==> config.mk <==
export PLATFORM = sky130hd
export DESIGN_NAME = core_sequencer
export DESIGN_NICKNAME = d
export VERILOG_FILES = /design/src/rtl/Vermitypes_pkg.sv /design/src/rtl/seq_bus_timer.sv /design/src/rtl/core_sequencer.sv
export SDC_FILE = /design/constraint.sdc
export NUM_CORES = 1
export LEC_CHECK = 0
export CORE_MARGIN = 2
export CORE_UTILIZATION = 45
export CTS_CLUSTER_DIAMETER = 30
export DETAILED_ROUTE_END_ITERATION = 6
export PLACE_DENSITY_LB_ADDON = 0.15
export REMOVE_ABC_BUFFERS = 1
export SLEW_MARGIN = 10
export SYNTH_ARGS = -nofsm -noshare
export SYNTH_HDL_FRONTEND = slang
export SYNTH_SLANG_ARGS = --single-unit
==> constraint.sdc <==
create_clock -name clk -period 2 [get_ports clk]
set_input_delay 0.2 -clock clk [delete_from_list [all_inputs] [get_ports clk]]
set_output_delay 0.2 -clock clk [all_outputs]
set_load 0.01 [all_outputs]
==> src/rtl/Vermitypes_pkg.sv <==
// rtl/Vermitypes_pkg.sv - shared Vermicel core types: decoded instruction record and sequencer state
package Vermitypes_pkg;

    typedef struct packed {
        logic has_rd;
        logic is_load;
        logic is_store;
        logic is_trap;
        logic is_mret;
    } instruction_t;

    typedef enum logic [2:0] {
        FETCH     = 3'd0,
        DECODE    = 3'd1,
        EXECUTE   = 3'd2,
        LOAD      = 3'd3,
        STORE     = 3'd4,
        WRITEBACK = 3'd5
    } sequencer_state_t;

    // Width able to hold 0..cycles, never narrower than one bit.
    function automatic int timer_width(input int cycles);
        int w;
        w = $clog2(cycles + 1);
        return (w < 1) ? 1 : w;
    endfunction

endpackage

==> src/rtl/seq_bus_timer.sv <==
// rtl/seq_bus_timer.sv - bus wait counter that flags expiry in the last allowed wait cycle
module seq_bus_timer
    import Vermitypes_pkg::*;
#(
    parameter int TIMEOUT_CYCLES = 255
) (
    input  logic clk,
    input  logic i_clear,
    input  logic i_count_en,
    output logic o_expired
);

    localparam int CW = timer_width(TIMEOUT_CYCLES);
    localparam logic [CW-1:0] LIMIT = (TIMEOUT_CYCLES == 0) ? '0 : CW'(TIMEOUT_CYCLES - 1);

    logic [CW-1:0] r_count;

    always_ff @(posedge clk) begin
        if (i_clear) begin
            r_count <= '0;
        end else if (i_count_en && !o_expired) begin
            r_count <= r_count + 1'b1;
        end
    end

    // A zero limit disables expiry entirely; the counter value is then irrelevant.
    assign o_expired = (TIMEOUT_CYCLES != 0) && i_count_en && (r_count == LIMIT);

endmodule

==> src/rtl/core_sequencer.sv <==
// rtl/core_sequencer.sv - multi-cycle fetch/decode/execute/memory/writeback control FSM
module core_sequencer
    import Vermitypes_pkg::*;
#(
    parameter int TIMEOUT_CYCLES = 255
) (
    input  logic             clk,
    input  logic             reset,
    input  instruction_t     instr,
    input  logic             irq,
    input  logic             bus_ready,
    output logic             bus_valid,
    output logic             bus_fetch,
    output logic             bus_write,
    output logic             fetch_en,
    output logic             decode_en,
    output logic             execute_en,
    output logic             load_en,
    output logic             writeback_en,
    output logic             take_trap,
    output logic             trap_cause_irq,
    output logic             mret_en,
    output logic             bus_fault,
    output sequencer_state_t state
);

    sequencer_state_t r_state;
    sequencer_state_t w_next;
    logic             r_irq_pending;
    logic             r_trap_flag;
    logic             w_bus_state;
    logic             w_count_en;
    logic             w_timer_clear;
    logic             w_expired;
    logic             w_take_trap;
    logic             w_unused_has_rd;

    assign w_unused_has_rd = instr.has_rd;
    assign w_bus_state     = (r_state == FETCH) || (r_state == LOAD) || (r_state == STORE);
    assign w_count_en      = w_bus_state && !bus_ready;
    assign w_take_trap     = r_trap_flag || r_irq_pending;
    assign w_timer_clear   = reset || ((w_next != r_state) &&
                             ((w_next == FETCH) || (w_next == LOAD) || (w_next == STORE)));
    assign state           = r_state;

    seq_bus_timer #(
        .TIMEOUT_CYCLES(TIMEOUT_CYCLES)
    ) u_bus_timer (
        .clk       (clk),
        .i_clear   (w_timer_clear),
        .i_count_en(w_count_en),
        .o_expired (w_expired)
    );

    // Ready wins over expiry in the limit cycle.
    always_comb begin
        w_next = r_state;
        unique case (r_state)
            FETCH:       if (bus_ready) w_next = DECODE; else if (w_expired) w_next = WRITEBACK;
            DECODE:      w_next = EXECUTE;
            EXECUTE:     w_next = instr.is_load ? LOAD : (instr.is_store ? STORE : WRITEBACK);
            LOAD, STORE: if (bus_ready || w_expired) w_next = WRITEBACK;
            WRITEBACK:   w_next = FETCH;
            default:     w_next = FETCH;
        endcase
    end

    always_ff @(posedge clk) begin
        if (reset) begin
            r_state       <= FETCH;
            r_irq_pending <= 1'b0;
            r_trap_flag   <= 1'b0;
        end else begin
            r_state <= w_next;
            if (irq) begin
                r_irq_pending <= 1'b1;
            end else if ((r_state == WRITEBACK) && w_take_trap && !r_trap_flag) begin
                r_irq_pending <= 1'b0;
            end
            if (r_state == WRITEBACK) begin
                r_trap_flag <= 1'b0;
            end else if (((r_state == EXECUTE) && instr.is_trap) || w_expired) begin
                r_trap_flag <= 1'b1;
            end
        end
    end

    always_comb begin
        bus_valid      = 1'b0;
        bus_fetch      = 1'b0;
        bus_write      = 1'b0;
        fetch_en       = 1'b0;
        decode_en      = 1'b0;
        execute_en     = 1'b0;
        load_en        = 1'b0;
        writeback_en   = 1'b0;
        take_trap      = 1'b0;
        trap_cause_irq = 1'b0;
        mret_en        = 1'b0;
        bus_fault      = 1'b0;
        if (!reset) begin
            unique case (r_state)
                FETCH: begin
                    bus_valid = 1'b1;
                    bus_fetch = 1'b1;
                    fetch_en  = bus_ready;
                end
                DECODE:  decode_en  = 1'b1;
                EXECUTE: execute_en = 1'b1;
                LOAD: begin
                    bus_valid = 1'b1;
                    load_en   = bus_ready;
                end
                STORE: begin
                    bus_valid = 1'b1;
                    bus_write = 1'b1;
                end
                WRITEBACK: begin
                    writeback_en   = 1'b1;
                    take_trap      = w_take_trap;
                    trap_cause_irq = !r_trap_flag && r_irq_pending;
                    mret_en        = instr.is_mret && !w_take_trap;
                end
                default: ;
            endcase
            bus_fault = w_expired;
        end
    end

endmodule
After elaboration in Yosys (flattened, before gate mapping)
Index checks and enable logic that the tools add are counted.

word-level totals
  register bits after elaboration = 13
  latch bits = 0
  memory bits (writable) = 0
  bits in read-only memories = 0
  input port bits = 9
  output and inout bits = 15
  word-level logic and storage cells = 72
  memories = 0

operators by class
  add/sub/neg operators = 1
  multiply operators = 0
  div/mod/pow operators = 0
  magnitude comparators = 0
  equality and inequality tests = 9
  shifts and indexed selects = 0
  mux-type cells = 31
  bitwise logic cells = 0
  reductions and logical operators = 27

operators with widths
  cell                                           number
  two-way mux 1 bit                              26
  two-way mux 3 bit                              4
  one-hot mux 3 bit (4 select lines)             1
  == test 3 x 2 -> 1 bit, second input constant  3
  == test 3 bit, second input constant           3
  logical AND 1 bit                              9
  adder 8 x 1 -> 8 bit, second input constant    1
  == test 8 bit, second input constant           1
  logical OR 1 bit                               8
  logical NOT 3 bit                              2
  logical NOT 1 bit                              4
  OR reduction 2 bit                             2
  == test 3 x 1 -> 1 bit, second input constant  1
  inequality test 3 bit                          1
  OR reduction 3 bit                             1
  nonzero test 2 bit                             1

Depth between registers and ports, before layout
  depth after elaboration = 13
  depth in mapped cells = 6
  depth with buffers taken out = 6

Modules after synthesis
Synthesis repeated with hierarchy kept, for this count alone.

unflattened totals
  cells, all modules = 111
  area, all modules = 925.9 sq um

by module, submodules not included
  module          times used  cells an instance  area an instance (sq um)  seq. area each (sq um)
  seq_bus_timer   1           55                 470.5                     160.2
  core_sequencer  1           56                 455.4                     100.1

Least setup slack after synthesis
OpenSTA, ideal clock, no wires.

  path type = register to output
  from = register r_state[2] (netlist: state[2])
  to = output trap_cause_irq
  arrival = 1.304 ns
  data required time = 1.800 ns
  path slack = 0.496 ns
  stages on the path, launching flop included = 4
  buffers on the path = 1
  cells stage by stage = dfxtp_1 > clkbuf_1 > nand3b_1 > nor4b_1

on the way
  longest elaborated chain between the ends = 3

RTL lines
  what                      line                   text
  start: declaration        core_sequencer.sv:27   sequencer_state_t r_state;
  start signal: assignment  core_sequencer.sv:74   r_state <= w_next;
  == test 3 bit             core_sequencer.sv:102  unique case (r_state)
  two-way mux 1 bit         core_sequencer.sv:102
  two-way mux 1 bit         core_sequencer.sv:101  if (!reset) begin
  end: declaration          core_sequencer.sv:21   output logic trap_cause_irq,

Every way passes these cells.

Worst setup path after layout
  from = register r_state[0] (netlist: state[0])
  to = output execute_en

on the way
  longest elaborated chain between the ends = 3

RTL lines
  what                    line                   text
  == test 3 x 2 -> 1 bit  core_sequencer.sv:102
  two-way mux 1 bit       core_sequencer.sv:102
  two-way mux 1 bit       core_sequencer.sv:101
  end: declaration        core_sequencer.sv:17   output logic execute_en,

Every way passes these cells.

==> run_summary.xml <==
<?xml version="1.0" encoding="UTF-8"?>
<metrics>
  <group name="power_and_ir_drop">
    <metric name="irDropWorstVdd" unit="uV">577.0</metric>
    <metric name="power.density_cell_area" unit="nW/um^2">537.2</metric>
    <metric name="design_power_total" unit="uW">633.8</metric>
    <metric name="power.leakage" unit="nW">0.5200</metric>
  </group>
  <group name="routing">
    <metric name="routed-wl-met3" unit="um">100</metric>
    <metric name="drt.antenna.violating_nets" unit="">0</metric>
    <metric name="detail_route.vias_per_cell" unit="">5.481</metric>
    <metric name="vias" unit="">888</metric>
    <metric name="routed-wl-met2" unit="um">952</metric>
    <metric name="detail_route.drc_violations" unit="">0</metric>
    <metric name="routed.top_layer" unit="">met4</metric>
    <metric name="detail_route.first_pass.iterations" unit="">4</metric>
    <metric name="wl" unit="mm">2.089</metric>
    <metric name="wl_per_cell" unit="um">12.90</metric>
    <metric name="wl_met1" unit="mm">1.027</metric>
    <metric name="detailed_route_iter0_violations" unit="">15</metric>
  </group>
  <group name="run">
    <metric name="maxCapViolations" unit="">0</metric>
  </group>
  <group name="cells_and_area">
    <metric name="area.sequential" unit="sq um">264.0</metric>
    <metric name="num-nets-final" unit="">149</metric>
    <metric name="fin_cells" unit="">162</metric>
    <metric name="final_layout_size_suffix_gt1_share" unit="%">19.71</metric>
    <metric name="multiInputGateArea" unit="sq um">523.0</metric>
    <metric name="final_cell_area" unit="sq um">1180</metric>
    <metric name="finish.utilization" unit="%">68.33</metric>
    <metric name="diodes" unit="">0</metric>
    <metric name="final.fill_count" unit="">153</metric>
    <metric name="area_delta_synth_final" unit="%">43.10</metric>
  </group>
  <group name="global_route">
    <metric name="initial_antenna_violation_count" unit="">0</metric>
    <metric name="maximum_number_of_pins_on_one_net_before_global_route_repair" unit="">12</metric>
    <metric name="globalRouteOverflowTotal" unit="">0</metric>
    <metric name="grt_usage" unit="%">21.04</metric>
    <metric name="first_global_vias" unit="">789</metric>
    <metric name="wire_length_of_the_first_global_routing_pass" unit="mm">3.367</metric>
  </group>
  <group name="place">
    <metric name="placement.setup.worst_slack" unit="ns">0.002775</metric>
    <metric name="finalWeightedCongestion" unit="">0.7671</metric>
    <metric name="placed_cell_area" unit="sq um">1141</metric>
    <metric name="dp.final_hpwl" unit="mm">1.624</metric>
    <metric name="placement.io_buffers" unit="">22</metric>
    <metric name="placed_cells" unit="">158</metric>
  </group>
  <group name="timing">
    <metric name="fin_worst_skew" unit="ns">0.003140</metric>
    <metric name="layout_worst_path_cycle_share" unit="%">94.60</metric>
    <metric name="peak_freq" unit="MHz">528.5</metric>
    <metric name="worst_max_slew_pin_slew" unit="ns">0.4307</metric>
    <metric name="setup_violations_final" unit="">0</metric>
    <metric name="worst_hold_slack" unit="ns">0.3774</metric>
    <metric name="grt_setup_unrepaired" unit="">no</metric>
    <metric name="layout_setup_ws" unit="ns">0.1079</metric>
    <metric name="timing.final.max_slew_violations" unit="">0</metric>
    <metric name="finalCriticalPeriod" unit="ns">1.892</metric>
    <metric name="report.final.hold_viol_count" unit="">0</metric>
    <metric name="slew_headroom" unit="%">71.24</metric>
    <metric name="tns" unit="ns">0</metric>
  </group>
  <group name="yosys">
    <metric name="synth_cells" unit="">104</metric>
    <metric name="synth-seq-cells" unit="">13</metric>
    <metric name="netlist_area_before_placement" unit="sq um">824.5</metric>
    <metric name="synth-compound-area-share" unit="%">22.31</metric>
    <metric name="yosysSeqAreaShare" unit="%">31.56</metric>
    <metric name="synth_xor_xnor_area_share" unit="%">1.062</metric>
    <metric name="post_synth_and_or_nand_nor_area_fraction" unit="%">35.36</metric>
    <metric name="yosysWarningCount" unit="">0</metric>
    <metric name="synth_area_per_cell" unit="sq um">7.928</metric>
    <metric name="synthesized_area_fraction_occupied_by_adder_cells" unit="%">3.035</metric>
    <metric name="synthMuxAreaShare" unit="%">1.366</metric>
    <metric name="synth_top_family_by_area" unit="">simple AND/OR/NAND/NOR gates</metric>
    <metric name="synth_cell_type_count" unit="">35</metric>
  </group>
  <group name="clocking">
    <metric name="cts-buffers-inserted" unit="">3</metric>
    <metric name="clock_sinks" unit="">13</metric>
    <metric name="cts_tree" unit="">done</metric>
    <metric name="cts-root-buf" unit="">clkbuf_4</metric>
    <metric name="clk_transition_reported_paths" unit="ns">0.08</metric>
    <metric name="number_of_buffers_on_the_longest_clock_path" unit="">2</metric>
    <metric name="ctsHtreeMaxLevel" unit="">1</metric>
    <metric name="worst_skew_pair.late_latency" unit="ns">0.28</metric>
    <metric name="cts-hold-fix-buffers" unit="">0</metric>
  </group>
  <group name="die">
    <metric name="die-width" unit="um">46.81</metric>
    <metric name="design.core.area" unit="sq um">1727</metric>
    <metric name="die_height" unit="um">46.81</metric>
    <metric name="fp.dieArea" unit="sq um">2191</metric>
    <metric name="initial_utilization" unit="%">47.75</metric>
    <metric name="io_pins" unit="">24</metric>
    <metric name="core.rowCount" unit="">15</metric>
  </group>
  <group name="critical_path">
    <metric name="cp_data_arrival_time" unit="ns">1.69</metric>
    <metric name="r2r-start" unit="">u_bus_timer.r_count[0]</metric>
    <metric name="critPathRequiredTime" unit="ns">1.80</metric>
    <metric name="setup.worst_path.class" unit="">register to primary output</metric>
    <metric name="worst_setup_end_kind" unit="">primary output</metric>
    <metric name="r2r_slack" unit="ns">0.28</metric>
    <metric name="worstRegToRegCells" unit="">7</metric>
    <metric name="worstSetupStartpointType" unit="">register</metric>
    <metric name="maximum_fanout_encountered_on_the_critical_timing_path" unit="">11</metric>
    <metric name="critical_path.reg2reg.endpoint" unit="">u_bus_timer.r_count[3]</metric>
    <metric name="timing.critical_path.cells" unit="">buf_4 &gt; nor4b_1 &gt; clkdlybuf4s50_1</metric>
    <metric name="critPathSlowestCell" unit="">clkdlybuf4s50_1</metric>
    <metric name="critical_path.max_stage_delay" unit="ns">0.59</metric>
  </group>
  <group name="hold_path">
    <metric name="hold_path_end" unit="">r_irq_pending</metric>
    <metric name="timing.hold.worst.start" unit="">reset</metric>
    <metric name="holdCritPathClass" unit="">primary input to register</metric>
    <metric name="min_path_cells" unit="">2</metric>
  </group>
  <group name="run_status">
    <metric name="status" unit="">finished, final reports clean</metric>
  </group>
</metrics>
routing by layer:
| layer | vias to the layer above | global-route usage, % |
|---|---|---|
| met5 | - | 0 |
| met4 | 0 | 2.222 |
| met3 | 2 | 6.154 |
| met2 | 19 | 32.05 |
| met1 | 406 | 30.54 |
| li1 | 461 | - |
critical path: cells and delay by family (launching register included):
| kind | cells | cell delay [ns] |
|---|---|---|
| AND/OR/NAND/NOR | 1 | 0.31 |
| flip-flops | 1 | 0.35 |
| buffers and inverters | 2 | 0.76 |
cell usage after synthesis:
| cell | n | area (sq um) |
|---|---|---|
| nor3_1 | 5 | 25.02 |
| or3_1 | 4 | 25.02 |
| clkbuf_1 | 2 | 7.510 |
| a21oi_1 | 9 | 45.04 |
| or3b_2 | 1 | 8.760 |
| inv_1 | 7 | 26.28 |
| and3_1 | 4 | 25.02 |
| o311ai_0 | 2 | 17.52 |
| buf_2 | 2 | 10.01 |
| o21ai_2 | 1 | 8.760 |
| dfxtp_1 | 13 | 260.3 |
| ha_1 | 2 | 25.02 |
| nand3b_1 | 3 | 22.52 |
| nand4_2 | 1 | 12.51 |
| nor4_1 | 1 | 6.260 |
| o41ai_1 | 2 | 17.52 |
| nor4bb_1 | 1 | 10.01 |
| o21ai_0 | 6 | 30.03 |
| nor2_1 | 7 | 26.28 |
| a31oi_1 | 1 | 6.260 |
| or2_2 | 3 | 18.77 |
| o221ai_1 | 1 | 8.760 |
| nor4b_1 | 3 | 26.28 |
| and4_1 | 1 | 8.760 |
| o311a_1 | 2 | 20.02 |
| nand4_1 | 1 | 6.260 |
| o31ai_1 | 1 | 7.510 |
| xnor2_1 | 1 | 8.760 |
| o21bai_1 | 1 | 7.510 |
| mux2_2 | 1 | 11.26 |
| nand3_1 | 4 | 20.02 |
| nand2_1 | 7 | 26.28 |
| o221ai_2 | 1 | 15.01 |
| nor2_2 | 1 | 6.260 |
| and3b_1 | 2 | 17.52 |
area by class of cell:
class,instances,share of cell area [%]
Tap cell,25,2.651
Sequential cell,13,22.38
Multi-Input combinational cell,80,44.33
Inverter,7,2.227
Clock buffer,4,2.227
Timing Repair Buffer,33,26.19
state kept, by name, indices dropped and copies added (netlist names):
name / flops
u_bus_timer.r_count: 8
r_trap_flag: 1
r_irq_pending: 1
state: 3
kinds of logic (layout without fill, tap and decap cells):
logic type | Yosys count | after routing
muxes | 1 | 1
buffers and inverters | 11 | 44
adders and majority gates | 2 | 2
AOI/OAI and AO/OA | 27 | 27
DFF | 13 | 13
xor gates and xnor gates | 1 | 1
and+or+nand+nor | 49 | 49
report_power, final:
group | internal, mW | total (mW) | switching (mW)
registers | 0.273 | 0.289 | 0.0153
clock network | 0.0775 | 0.163 | 0.0858
logic | 0.0920 | 0.182 | 0.0899
total | 0.443 | 0.634 | 0.191
worst max path at each step:
stage | from | endpoint | slack, ns
6_report | state[0] | execute_en | 0.11
5_1_grt | state[1] | take_trap | 0.01
4_1_cts | reset | load_en | 0.006
3_5_place_dp | reset | trap_cause_irq | 0.003
3_3_place_gp | reset | load_en | 0.03
2_1_floorplan | state[0] | bus_fault | 0.41
repair_timing:
item | 4_1_cts | 5_1_grt
gates resized for setup | 3 | 8
pin swaps | 0 | 1
setup buffers | 0 | 0
setup endpoints to repair | 3 | 7
hold endpoints to repair | 0 | 0
cell usage in the layout (no fill, tap or decap), types with 4 or more instances in the layout:
master	count
nand2_1	7
a21oi_1	9
nor3_1	5
and3_1	4
clkdlybuf4s50_1	15
o21ai_0	6
nor2_1	6
dfxtp_1	10
nand3_1	4
dlymetal6s2s_1	4
or3_1	4
inv_1	7
buf_4	11
(Power assumes the default switching activity.)
